**config.mk**
```make
export PLATFORM = sky130hd
export DESIGN_NAME = cpu_memory_flat
export DESIGN_NICKNAME = d
export VERILOG_FILES = /design/src/rtl/cpu_memory_if.sv /design/src/rtl/cpu_memory.sv /design/src/flat_wrapper.sv
export SDC_FILE = /design/constraint.sdc
export NUM_CORES = 1
export LEC_CHECK = 0
export BUFFER_PORTS_ARGS = -buffer_cell sky130_fd_sc_hd__buf_2
export CORE_MARGIN = 2
export CORE_UTILIZATION = 38
export CTS_BUF_LIST = sky130_fd_sc_hd__clkbuf_4 sky130_fd_sc_hd__clkbuf_8
export DETAILED_ROUTE_END_ITERATION = 10
export RECOVER_POWER = 25
export SLEW_MARGIN = 20
export SYNTH_ARGS = -nofsm -noshare
export SYNTH_HDL_FRONTEND = slang
export SYNTH_SLANG_ARGS = --single-unit
```
**constraint.sdc**
```tcl
create_clock -name clk_i -period 2 [get_ports clk_i]
set_clock_uncertainty 0.2 [all_clocks]
set_input_delay 0 -clock clk_i [delete_from_list [all_inputs] [get_ports clk_i]]
set_output_delay 0 -clock clk_i [all_outputs]
set_load 0.03 [all_outputs]
```
**src/rtl/cpu_memory_if.sv**
```systemverilog
// rtl/cpu_memory_if.sv - 16-bit Wishbone-style data bus between the memory stage and data memory
interface cpu_memory_if;
  logic [31:0] address;
  logic [15:0] wdata;
  logic [15:0] rdata;
  logic [1:0]  sel;
  logic        stb;
  logic        cyc;
  logic        we;
  logic        ack;

  modport master (output address, wdata, sel, stb, cyc, we, input rdata, ack);
  modport slave  (input address, wdata, sel, stb, cyc, we, output rdata, ack);
endinterface

```
**src/rtl/cpu_memory.sv**
```systemverilog
// rtl/cpu_memory.sv - memory pipeline stage: loads/stores over a 16-bit bus, big-endian beats for words
module cpu_memory #(
  parameter int PCB_WIDTH = 6,
  parameter int PCB_WA    = 0,
  parameter int PCB_WB    = 1,
  parameter int PCB_RM    = 2,
  parameter int PCB_WM    = 3
) (
  input  logic                 clk_i,
  input  logic                 rst_i,
  input  logic                 flush_i,
  input  logic [PCB_WIDTH-1:0] pipeline_control_bits_i,
  input  logic [3:0]           register0_write_index_i,
  input  logic [3:0]           register1_write_index_i,
  input  logic [31:0]          reg0_result_i,
  input  logic [31:0]          reg1_result_i,
  input  logic [31:0]          memory_address_i,
  input  logic [31:0]          mem_result_i,
  input  logic [1:0]           mem_size_i,
  output logic                 stall_o,
  cpu_memory_if.master         dmem,
  output logic [PCB_WIDTH-1:0] pipeline_control_bits_o,
  output logic                 register_wea_o,
  output logic                 register_web_o,
  output logic [3:0]           register0_write_index_o,
  output logic [3:0]           register1_write_index_o,
  output logic [31:0]          reg0_result_o,
  output logic [31:0]          reg1_result_o
);

  typedef enum logic [1:0] {IDLE = 2'd0, BEAT0 = 2'd1, BEAT1 = 2'd2} state_t;
  state_t state_q, state_d;

  logic [PCB_WIDTH-1:0] pcb_q;
  logic [3:0]           idx0_q, idx1_q;
  logic [31:0]          r0_q, r1_q;
  logic                 addr_lsb_q;
  logic [15:0]          data_lo_q;
  logic [1:0]           size_q;
  logic [15:0]          hi_q;

  logic is_mem, accept, final_ack;
  logic [31:0] addr0;
  logic [1:0]  sel0;
  logic [15:0] wdata0;
  logic [31:0] load_val;

  logic [PCB_WIDTH-1:0] pcb_d;
  logic        wea_d, web_d, stb_d, cyc_d, we_d;
  logic [3:0]  idx0_d, idx1_d;
  logic [31:0] reg0_d, reg1_d, addr_d;
  logic [15:0] wdata_d;
  logic [1:0]  sel_d;

  assign is_mem    = pipeline_control_bits_i[PCB_RM] | pipeline_control_bits_i[PCB_WM];
  assign accept    = (state_q == IDLE) && is_mem && !flush_i;
  assign final_ack = dmem.ack && ((state_q == BEAT0 && !size_q[1]) || state_q == BEAT1);
  // Stall drops in the completion cycle so upstream advances on the same edge we write back.
  assign stall_o   = accept || ((state_q != IDLE) && !final_ack);

  always_comb begin
    addr0 = (mem_size_i == 2'b00) ? memory_address_i : {memory_address_i[31:1], 1'b0};
    sel0  = 2'b11;
    if (mem_size_i == 2'b00) sel0 = memory_address_i[0] ? 2'b01 : 2'b10;
    case (mem_size_i)
      2'b00:   wdata0 = {2{mem_result_i[7:0]}};
      2'b01:   wdata0 = mem_result_i[15:0];
      default: wdata0 = mem_result_i[31:16];
    endcase
    case (size_q)
      2'b00:   load_val = {24'd0, addr_lsb_q ? dmem.rdata[7:0] : dmem.rdata[15:8]};
      2'b01:   load_val = {16'd0, dmem.rdata};
      default: load_val = {hi_q, dmem.rdata};
    endcase
  end

  always_ff @(posedge clk_i) begin
    if (rst_i) begin
      state_q                 <= IDLE;
      pipeline_control_bits_o <= '0;
      register_wea_o          <= 1'b0;
      register_web_o          <= 1'b0;
      register0_write_index_o <= '0;
      register1_write_index_o <= '0;
      reg0_result_o           <= '0;
      reg1_result_o           <= '0;
      dmem.address            <= '0;
      dmem.wdata              <= '0;
      dmem.sel                <= '0;
      dmem.stb                <= 1'b0;
      dmem.cyc                <= 1'b0;
      dmem.we                 <= 1'b0;
    end else begin
      state_q                 <= state_d;
      pipeline_control_bits_o <= pcb_d;
      register_wea_o          <= wea_d;
      register_web_o          <= web_d;
      register0_write_index_o <= idx0_d;
      register1_write_index_o <= idx1_d;
      reg0_result_o           <= reg0_d;
      reg1_result_o           <= reg1_d;
      dmem.address            <= addr_d;
      dmem.wdata              <= wdata_d;
      dmem.sel                <= sel_d;
      dmem.stb                <= stb_d;
      dmem.cyc                <= cyc_d;
      dmem.we                 <= we_d;
    end
  end

  always_ff @(posedge clk_i) begin
    if (rst_i) begin
      pcb_q      <= '0;
      idx0_q     <= '0;
      idx1_q     <= '0;
      r0_q       <= '0;
      r1_q       <= '0;
      addr_lsb_q <= 1'b0;
      data_lo_q  <= '0;
      size_q     <= '0;
      hi_q       <= '0;
    end else begin
      if (accept) begin
        pcb_q      <= pipeline_control_bits_i;
        idx0_q     <= register0_write_index_i;
        idx1_q     <= register1_write_index_i;
        r0_q       <= reg0_result_i;
        r1_q       <= reg1_result_i;
        addr_lsb_q <= memory_address_i[0];
        data_lo_q  <= mem_result_i[15:0];
        size_q     <= mem_size_i;
      end
      if (state_q == BEAT0 && dmem.ack) hi_q <= dmem.rdata;
    end
  end

  always_comb begin
    state_d = state_q;
    case (state_q)
      IDLE:    if (accept) state_d = BEAT0;
      BEAT0:   if (dmem.ack) state_d = size_q[1] ? BEAT1 : IDLE;
      BEAT1:   if (dmem.ack) state_d = IDLE;
      default: state_d = IDLE;
    endcase
  end

  always_comb begin
    pcb_d   = '0;
    wea_d   = 1'b0;
    web_d   = 1'b0;
    idx0_d  = register0_write_index_o;
    idx1_d  = register1_write_index_o;
    reg0_d  = reg0_result_o;
    reg1_d  = reg1_result_o;
    addr_d  = dmem.address;
    wdata_d = dmem.wdata;
    sel_d   = dmem.sel;
    stb_d   = dmem.stb;
    cyc_d   = dmem.cyc;
    we_d    = dmem.we;
    case (state_q)
      IDLE: begin
        if (accept) begin
          addr_d  = addr0;
          wdata_d = wdata0;
          sel_d   = sel0;
          stb_d   = 1'b1;
          cyc_d   = 1'b1;
          we_d    = pipeline_control_bits_i[PCB_WM];
        end else begin
          pcb_d  = flush_i ? '0 : pipeline_control_bits_i;
          wea_d  = !flush_i && pipeline_control_bits_i[PCB_WA];
          web_d  = !flush_i && pipeline_control_bits_i[PCB_WB];
          idx0_d = register0_write_index_i;
          idx1_d = register1_write_index_i;
          reg0_d = reg0_result_i;
          reg1_d = reg1_result_i;
        end
      end
      default: begin
        if (final_ack) begin
          stb_d  = 1'b0;
          cyc_d  = 1'b0;
          we_d   = 1'b0;
          pcb_d  = pcb_q;
          wea_d  = pcb_q[PCB_WA];
          web_d  = pcb_q[PCB_WB];
          idx0_d = idx0_q;
          idx1_d = idx1_q;
          reg0_d = pcb_q[PCB_WM] ? r0_q : load_val;
          reg1_d = r1_q;
        end else if (state_q == BEAT0 && dmem.ack) begin
          // Second beat of a word: low half at the next halfword, strobe kept asserted.
          addr_d  = dmem.address + 32'd2;
          wdata_d = data_lo_q;
        end
      end
    endcase
  end

endmodule
```
**src/flat_wrapper.sv**
```systemverilog
// flat-port wrapper written by rule: the top's interface ports become plain ports
module cpu_memory_flat 
#(
  parameter int PCB_WIDTH = 6,
  parameter int PCB_WA    = 0,
  parameter int PCB_WB    = 1,
  parameter int PCB_RM    = 2,
  parameter int PCB_WM    = 3
)
  (clk_i, rst_i, flush_i, pipeline_control_bits_i, register0_write_index_i, register1_write_index_i, reg0_result_i, reg1_result_i, memory_address_i, mem_result_i, mem_size_i, stall_o, pipeline_control_bits_o, register_wea_o, register_web_o, register0_write_index_o, register1_write_index_o, reg0_result_o, reg1_result_o, dmem_address, dmem_wdata, dmem_sel, dmem_stb, dmem_cyc, dmem_we, dmem_rdata, dmem_ack);
  cpu_memory_if dmem_i ();
  input  logic clk_i;
  input  logic rst_i;
  input  logic flush_i;
  input  logic [PCB_WIDTH-1:0] pipeline_control_bits_i;
  input  logic [3:0] register0_write_index_i;
  input  logic [3:0] register1_write_index_i;
  input  logic [31:0] reg0_result_i;
  input  logic [31:0] reg1_result_i;
  input  logic [31:0] memory_address_i;
  input  logic [31:0] mem_result_i;
  input  logic [1:0] mem_size_i;
  output logic stall_o;
  output logic [PCB_WIDTH-1:0] pipeline_control_bits_o;
  output logic register_wea_o;
  output logic register_web_o;
  output logic [3:0] register0_write_index_o;
  output logic [3:0] register1_write_index_o;
  output logic [31:0] reg0_result_o;
  output logic [31:0] reg1_result_o;
  output wire logic [$bits(dmem_i.address)-1:0] dmem_address;
  output wire logic [$bits(dmem_i.wdata)-1:0] dmem_wdata;
  output wire logic [$bits(dmem_i.sel)-1:0] dmem_sel;
  output wire logic [$bits(dmem_i.stb)-1:0] dmem_stb;
  output wire logic [$bits(dmem_i.cyc)-1:0] dmem_cyc;
  output wire logic [$bits(dmem_i.we)-1:0] dmem_we;
  input wire logic [$bits(dmem_i.rdata)-1:0] dmem_rdata;
  input wire logic [$bits(dmem_i.ack)-1:0] dmem_ack;
  assign dmem_address = dmem_i.address;
  assign dmem_wdata = dmem_i.wdata;
  assign dmem_sel = dmem_i.sel;
  assign dmem_stb = dmem_i.stb;
  assign dmem_cyc = dmem_i.cyc;
  assign dmem_we = dmem_i.we;
  assign dmem_i.rdata = dmem_rdata;
  assign dmem_i.ack = dmem_ack;
  cpu_memory #(.PCB_WIDTH(PCB_WIDTH), .PCB_WA(PCB_WA), .PCB_WB(PCB_WB), .PCB_RM(PCB_RM), .PCB_WM(PCB_WM)) u_core (.clk_i(clk_i), .rst_i(rst_i), .flush_i(flush_i), .pipeline_control_bits_i(pipeline_control_bits_i), .register0_write_index_i(register0_write_index_i), .register1_write_index_i(register1_write_index_i), .reg0_result_i(reg0_result_i), .reg1_result_i(reg1_result_i), .memory_address_i(memory_address_i), .mem_result_i(mem_result_i), .mem_size_i(mem_size_i), .stall_o(stall_o), .dmem(dmem_i), .pipeline_control_bits_o(pipeline_control_bits_o), .register_wea_o(register_wea_o), .register_web_o(register_web_o), .register0_write_index_o(register0_write_index_o), .register1_write_index_o(register1_write_index_o), .reg0_result_o(reg0_result_o), .reg1_result_o(reg1_result_o));
endmodule
```
# Word level (Yosys, flattened, before mapping)
# Cells that the tools add are included.
classes:
  addsub: 1
  n_mul: 0
  div_mod_pow: 0
  order_cmp: 0
  eq_ne: 9
  n_shift: 0
  n_mux: 47
  bitwise_logic: 1
  n_reduce_logical: 24
op_table:
  columns: ["op", "n"]
  rows:
  - ["$mux 32", 11]
  - ["$mux 16", 4]
  - ["$pmux 32 s2", 1]
  - ["$add 32x2->32 const B", 1]
  - ["$pmux 16 s2", 1]
  - ["$mux 4", 6]
  - ["$mux 6", 4]
  - ["$mux 1", 12]
  - ["$mux 2", 6]
  - ["$logic_and 1x1->1", 8]
  - ["$mux 8", 1]
  - ["$ne 2x2->1 const B", 4]
  - ["$eq 2x1->1 const B", 3]
  - ["$logic_not 2->1", 3]
  - ["$pmux 2 s3", 1]
  - ["$reduce_and 2->1", 3]
  - ["$reduce_and 3->1", 2]
  - ["$reduce_bool 2->1", 3]
  - ["$logic_not 1->1", 3]
  - ["$eq 2x2->1 const B", 1]
  - ["$logic_or 1x1->1", 2]
  - ["$ne 2x1->1 const B", 1]
  - ["$or 1x1->1", 1]
totals:
  regBits: 247
  latch_bits: 0
  ramBits: 0
  romBits: 0
  out_inout_bits: 134
  word_cells: 104
  memories: 0

# Longest topological paths before layout
logic_depth:
  depth_word: 7
  depth_mapped: 9
  depth_no_buf: 6

# Least setup slack after synthesis
# No wires, ideal clock.
synth_timing:
  path_kind: "register -> register"
  from: "reg u_core.dmem.address[1]"
  to: "reg u_core.dmem.address[29]"
  setup_time_ps: 134
  arrival_ps: 1864
  required_time_ps: 1666
  path_slack_ps: -198
  path_stages_with_launch: 7
  n_path_buf: 0
  cell_sequence: "dfxtp_1 ha_1 and4_1 nand3_1 nor4_1 mux2i_1 o22ai_1"
synth_between:
  elab_chain_cells: 4
synth_rtl:
  columns: ["element", "line", "source"]
  rows:
  - ["from (decl)", "cpu_memory_if.sv:12", "modport master (output address, wdata, sel, stb, cyc, we, input rdata, ack);"]
  - ["from (signal assigned)", "cpu_memory.sv:102", "dmem.address <= addr_d;"]
  - ["$add 32x2->32", "cpu_memory.sv:194", "addr_d = dmem.address + 32'd2;"]
  - ["$mux 32", "cpu_memory.sv:192", "end else if (state_q == BEAT0 && dmem.ack) begin"]
  - ["$mux 32", "cpu_memory.sv:181", "if (final_ack) begin"]
  - ["$mux 32", "cpu_memory.sv:161", "case (state_q)"]
# Every way passes these cells. The select of a mux whose other input is x is not followed.
# A chain may end at the register's enable or synchronous reset.

# Final worst setup path
layout_timing:
  from: "reg u_core.state_q[0]"
  to: "out stall_o"
layout_between:
  elab_chain_cells: 7
  elab_cells_between_ends: 12
layout_rtl:
  columns: ["element", "line", "source"]
  rows:
  - ["from (decl)", "cpu_memory.sv:32", "state_t state_q, state_d;"]
  - ["from (signal assigned)", "cpu_memory.sv:94", "state_q <= state_d;"]
  - ["$eq 2x1->1", "cpu_memory.sv:57", "assign final_ack = dmem.ack && ((state_q == BEAT0 && !size_q[1]) || state_q == BEAT1);"]
  - ["$logic_and 1x1->1", "cpu_memory.sv:57", null]
  - ["$logic_or 1x1->1", "cpu_memory.sv:57", null]
  - ["$logic_and 1x1->1", "cpu_memory.sv:57", null]
  - ["$logic_not 1->1", "cpu_memory.sv:59", "assign stall_o = accept || ((state_q != IDLE) && !final_ack);"]
  - ["$logic_and 1x1->1", "cpu_memory.sv:59", null]
  - ["$logic_or 1x1->1 *", "cpu_memory.sv:59", null]
  - ["to (decl)", "flat_wrapper.sv:23", "output logic stall_o;"]
# Every way passes the cells marked *; elsewhere a longest branch is shown, timed or not.

==> results.md <==
- Outcome: completed
- First-pass GRT wire length: 61.6 mm
- Fin Hold WS: between 30 and 40 ps
- Wirelength per Cell: 16.8 um
- LEAKAGE: 0.00636 uW
- Clock root buffer: clkbuf_8
- Largest cells by area after synthesis: dfxtp_1, nand2_1, a21oi_1, o211ai_1, a311oi_1
- Starting Density: 38.3%
- Worst R2R Start: u_core.state_q[0]$_SDFFE_PP0P_
- Share of the synthesized area in the top cell type: 45.0%
- Yosys top cell by area: dfxtp_1
- VDD IR max: 0.000518 V
- RSZ-0062 raised after global routing: yes
- P&R area growth vs syn: 45.8%
- Filler instances: ~2700
- Crit-path cells: nor2b_1, a211oi_2, buf_4, nor2_4, buf_12, inv_8, buf_6, buf_6
- WP data required: 1800 ps
- DP Area: roughly 13000 um2
- Clk pwr share: 35.4%
- Die height: ~170 um
- MaxCap Viol Count: 0
- CTS tree: done
- Post-Syn Nets: 1585
- Post-DP HPWL: 24.4 mm
- Reg2reg setup slack: 30 ps
- CTS sink count: 245
- Gr usage total: 25.0%
- H-tree levels: 2
- Sw frac: 32.4%
- Ports: ~300
- Row count: 62
- Gate Count Post-Synth: 1420
- Power Dens Cells: 862 nW/um2
- Top_reg_cell synth: dfxtp_1
- Longest Clk Path Bufs: 3
- Avg Cell Area, Syn: about 7.7 um2
- Final ANT Viol Nets: 0
- Startpoint types: flop
- Syn Std Cell Area: approximately 11000 um2
- RR Endpoint: u_core.dmem.address[26]$_SDFFE_PP0P_
- Pre-CTS setup slack: about 7.7 ps
- Vias in the first global route: 11800
- Final hold violation count: 0
- Internal power: 9270 uW
- NumNets Final: around 2100
- Layout cell share with drive strength beyond 1: between 20% and 30%
- Period utilization: 99.9%
- Ys async rst share: 0%
- WS Path Type: flop to output port
- Clock slew at reported path FFs: 60 ps
- Drc violations: 0
- Remaining Overflow, GRT: 0
- # setup viols final: 0
- Fmax: about 500 MHz
- Net switching power: 4440 uW
- Placed insts: between 2000 and 2500
- Worst slew pin tran: 822 ps
- Initial DRC count: a little under 1000
- Ys Warns: 0
- WP buf/inv: 5
- Critical path endpoint category: output port
- Post-Route WL: 38.9 mm
- Register area share after synthesis: approximately 45%
- Flop pwr share: about two fifths
- Final setup TNS: 0 ps
- Initial antenna violation count: 1
- WHS Endpoint: u_core.r1_q[22]$_SDFFE_PP0N_
- Commonest cells in the synthesized netlist: nand2_1, dfxtp_1, a21oi_1, nor2_1, clkbuf_1
- Crit path arrival time: between 1500 and 2000 ps
- Cell area after layout: 15900 um2
- Register bit total from synthesis: roughly 250
- Vias: 12100
- Slew HR: 45.0%
- Comb pwr share: 23.9%
- Via/cell ratio: roughly 5.2
- Hold Crit Class: input pin to flop
- Reg2reg path depth: 6
- Number of flops mapped to enable cells by yosys: 0
- Cell repeated most along the worst path: buf_6
- Slowest cell on crit path: dfxtp_4
- Worst hold path cell count: 4
- TritonCTS buffer count: 44
- Setup ws final: 2.14 ps
- Slew Viols, Final: 0
- Slowest cell delay on critical path: 360 ps
- Fin cells: around 2300
- Netlist cell types: 67
- Top Family by Delay on Critical Path: buffers and inverters
- Crit-path max FO: 5
- First-pass iteration count of the detailed router: 5
- Placer Congestion: 0.870
- Clk_lat worst skew: 550 ps
- Pin count of the biggest net entering global routing: 79
- Port bufs: 297
- Die Width: 173 um
- Core area: 28500 um2
- Most common cell in the netlist: nand2_1
- Hold wc startpoint: reg1_result_i[22]
- Die area: 30100 um2
- Min cycle time layout: 2000 ps
## cell usage in the layout, fill, tap and decap left out, drive strengths merged, types with 3 or more instances in the layout
cell         Yosys  routed
dfxtp          245     245
a211oi          15      15
dlygate4sd3      0     177
mux2i           30      30
and4             9       9
clkinv           0       3
or2              5       5
a31oi            3       3
a22oi            5       5
o21a             3       3
o21ai           45      45
nand2          449     449
inv              7       9
o31ai            5       5
clkbuf          76     161
o211ai          64      64
o22ai            3       3
nor2            80      80
nor3            17      17
a21o             3       3
a311oi          46      46
nor4             8       8
nand4            9       9
nand3            9       9
buf             50     294
and2             7       7
a21oi          188     188
and3             8       8
## per-layer routing
layer | track usage [%] | vias to the layer above | share of wire [%]
li1 | - | 5894 | -
met1 | 30.8 | 5592 | 41
met2 | 42.1 | 466 | 48
met3 | 5.07 | 103 | 6.6
met4 | 11.2 | 0 | 3.9
met5 | 0 | - | 0
## state kept, by name (all words and copies together) (netlist names), 6 cells and up
register	cells
u_core.dmem.address	32
u_core.r0_q	32
u_core.r1_q	32
u_core.reg0_result_o	32
u_core.reg1_result_o	32
u_core.data_lo_q	16
u_core.dmem.wdata	16
u_core.hi_q	16
u_core.pcb_q	6
u_core.pipeline_control_bits_o	6
## worst max path at each step
| stage | cells after the start | to | slack, ps | start |
|---|---|---|---|---|
| CTS | 8 | stall_o | -40 | u_core.state_q[0]$_SDFFE_PP0P_ |
| detailed placement | 5 | u_core.dmem.address[30]$_SDFFE_PP0P_ | 8 | u_core.state_q[0]$_SDFFE_PP0P_ |
| global route | 8 | stall_o | -120 | u_core.state_q[1]$_SDFFE_PP0P_ |
| global placement | 5 | u_core.dmem.address[30]$_SDFFE_PP0P_ | 70 | u_core.state_q[0]$_SDFFE_PP0P_ |
| finish | 8 | stall_o | 2 | u_core.state_q[0]$_SDFFE_PP0P_ |
| floorplan | 5 | u_core.dmem.address[30]$_SDFFE_PP0P_ | 10 | u_core.dmem.address[19]$_SDFFE_PP0P_ |
## what timing repair did
item,CTS,global route
hold endpoints to repair,245,0
pin swaps,2,4
gates resized for setup,12,24
setup endpoints to repair,2,27
hold buffers,179,0
buffers inserted,3,4
gates cloned,0,1
## cell type report
| cell class | count | area (um2) | share of cell area (%) |
|---|---|---|---|
| multi-input cells | 1041 | 5490 | 34.5 |
| flip-flops and latches | 245 | 4940 | 31.1 |
| repair buffers | 563 | 4060 | 25.5 |
| clock buffers | 69 | 856 | 5.38 |
| well taps | 384 | 480 | 3.02 |
| clock inverters | 7 | 50.0 | 0.315 |
| inverters | 7 | 33.8 | 0.212 |
| diodes | 1 | 2.50 | 0.0157 |
## power by group through the flow
stage,Clock [uW],Combinational (uW),Sequential (uW)
after floorplan,0,1330,6190
after global placement,0,2960,5670
after detailed placement,0,2990,5670
after CTS,4960,3290,5570
after global routing,5200,3550,5630
final,4850,3280,5580
## cell families (layout without fill, tap and decap cells)
| family | Yosys count | count (layout) | synth area share [%] |
|---|---|---|---|
| and+or+nand+nor | 615 | 615 | 23.7 |
| AOI/OAI and AO/OA | 395 | 395 | 22.7 |
| DFF | 245 | 245 | 45.0 |
| buffers and inverters | 134 | 646 | 5.73 |
| muxes | 30 | 30 | 2.75 |
| adders and majority gates | 1 | 1 | 0.115 |
| other | 0 | 1 | 0 |
## per-stage QoR
stage / total power (uW) / utilization [%]
after CTS: 13800 / 55.9
after global routing: 14400 / 55.9
final: 13700 / 55.9
after floorplan: 7520 / -
after global placement: 8630 / 46.2
after detailed placement: 8660 / 46.2
## worst reg2reg max path: stages (launching register included)
cell     delay [ps]
dfxtp_4         360
buf_4           160
buf_4           150
or2_4           280
buf_6           190
and4_2          230
nor4_1          290
(Power assumes the default switching activity.)
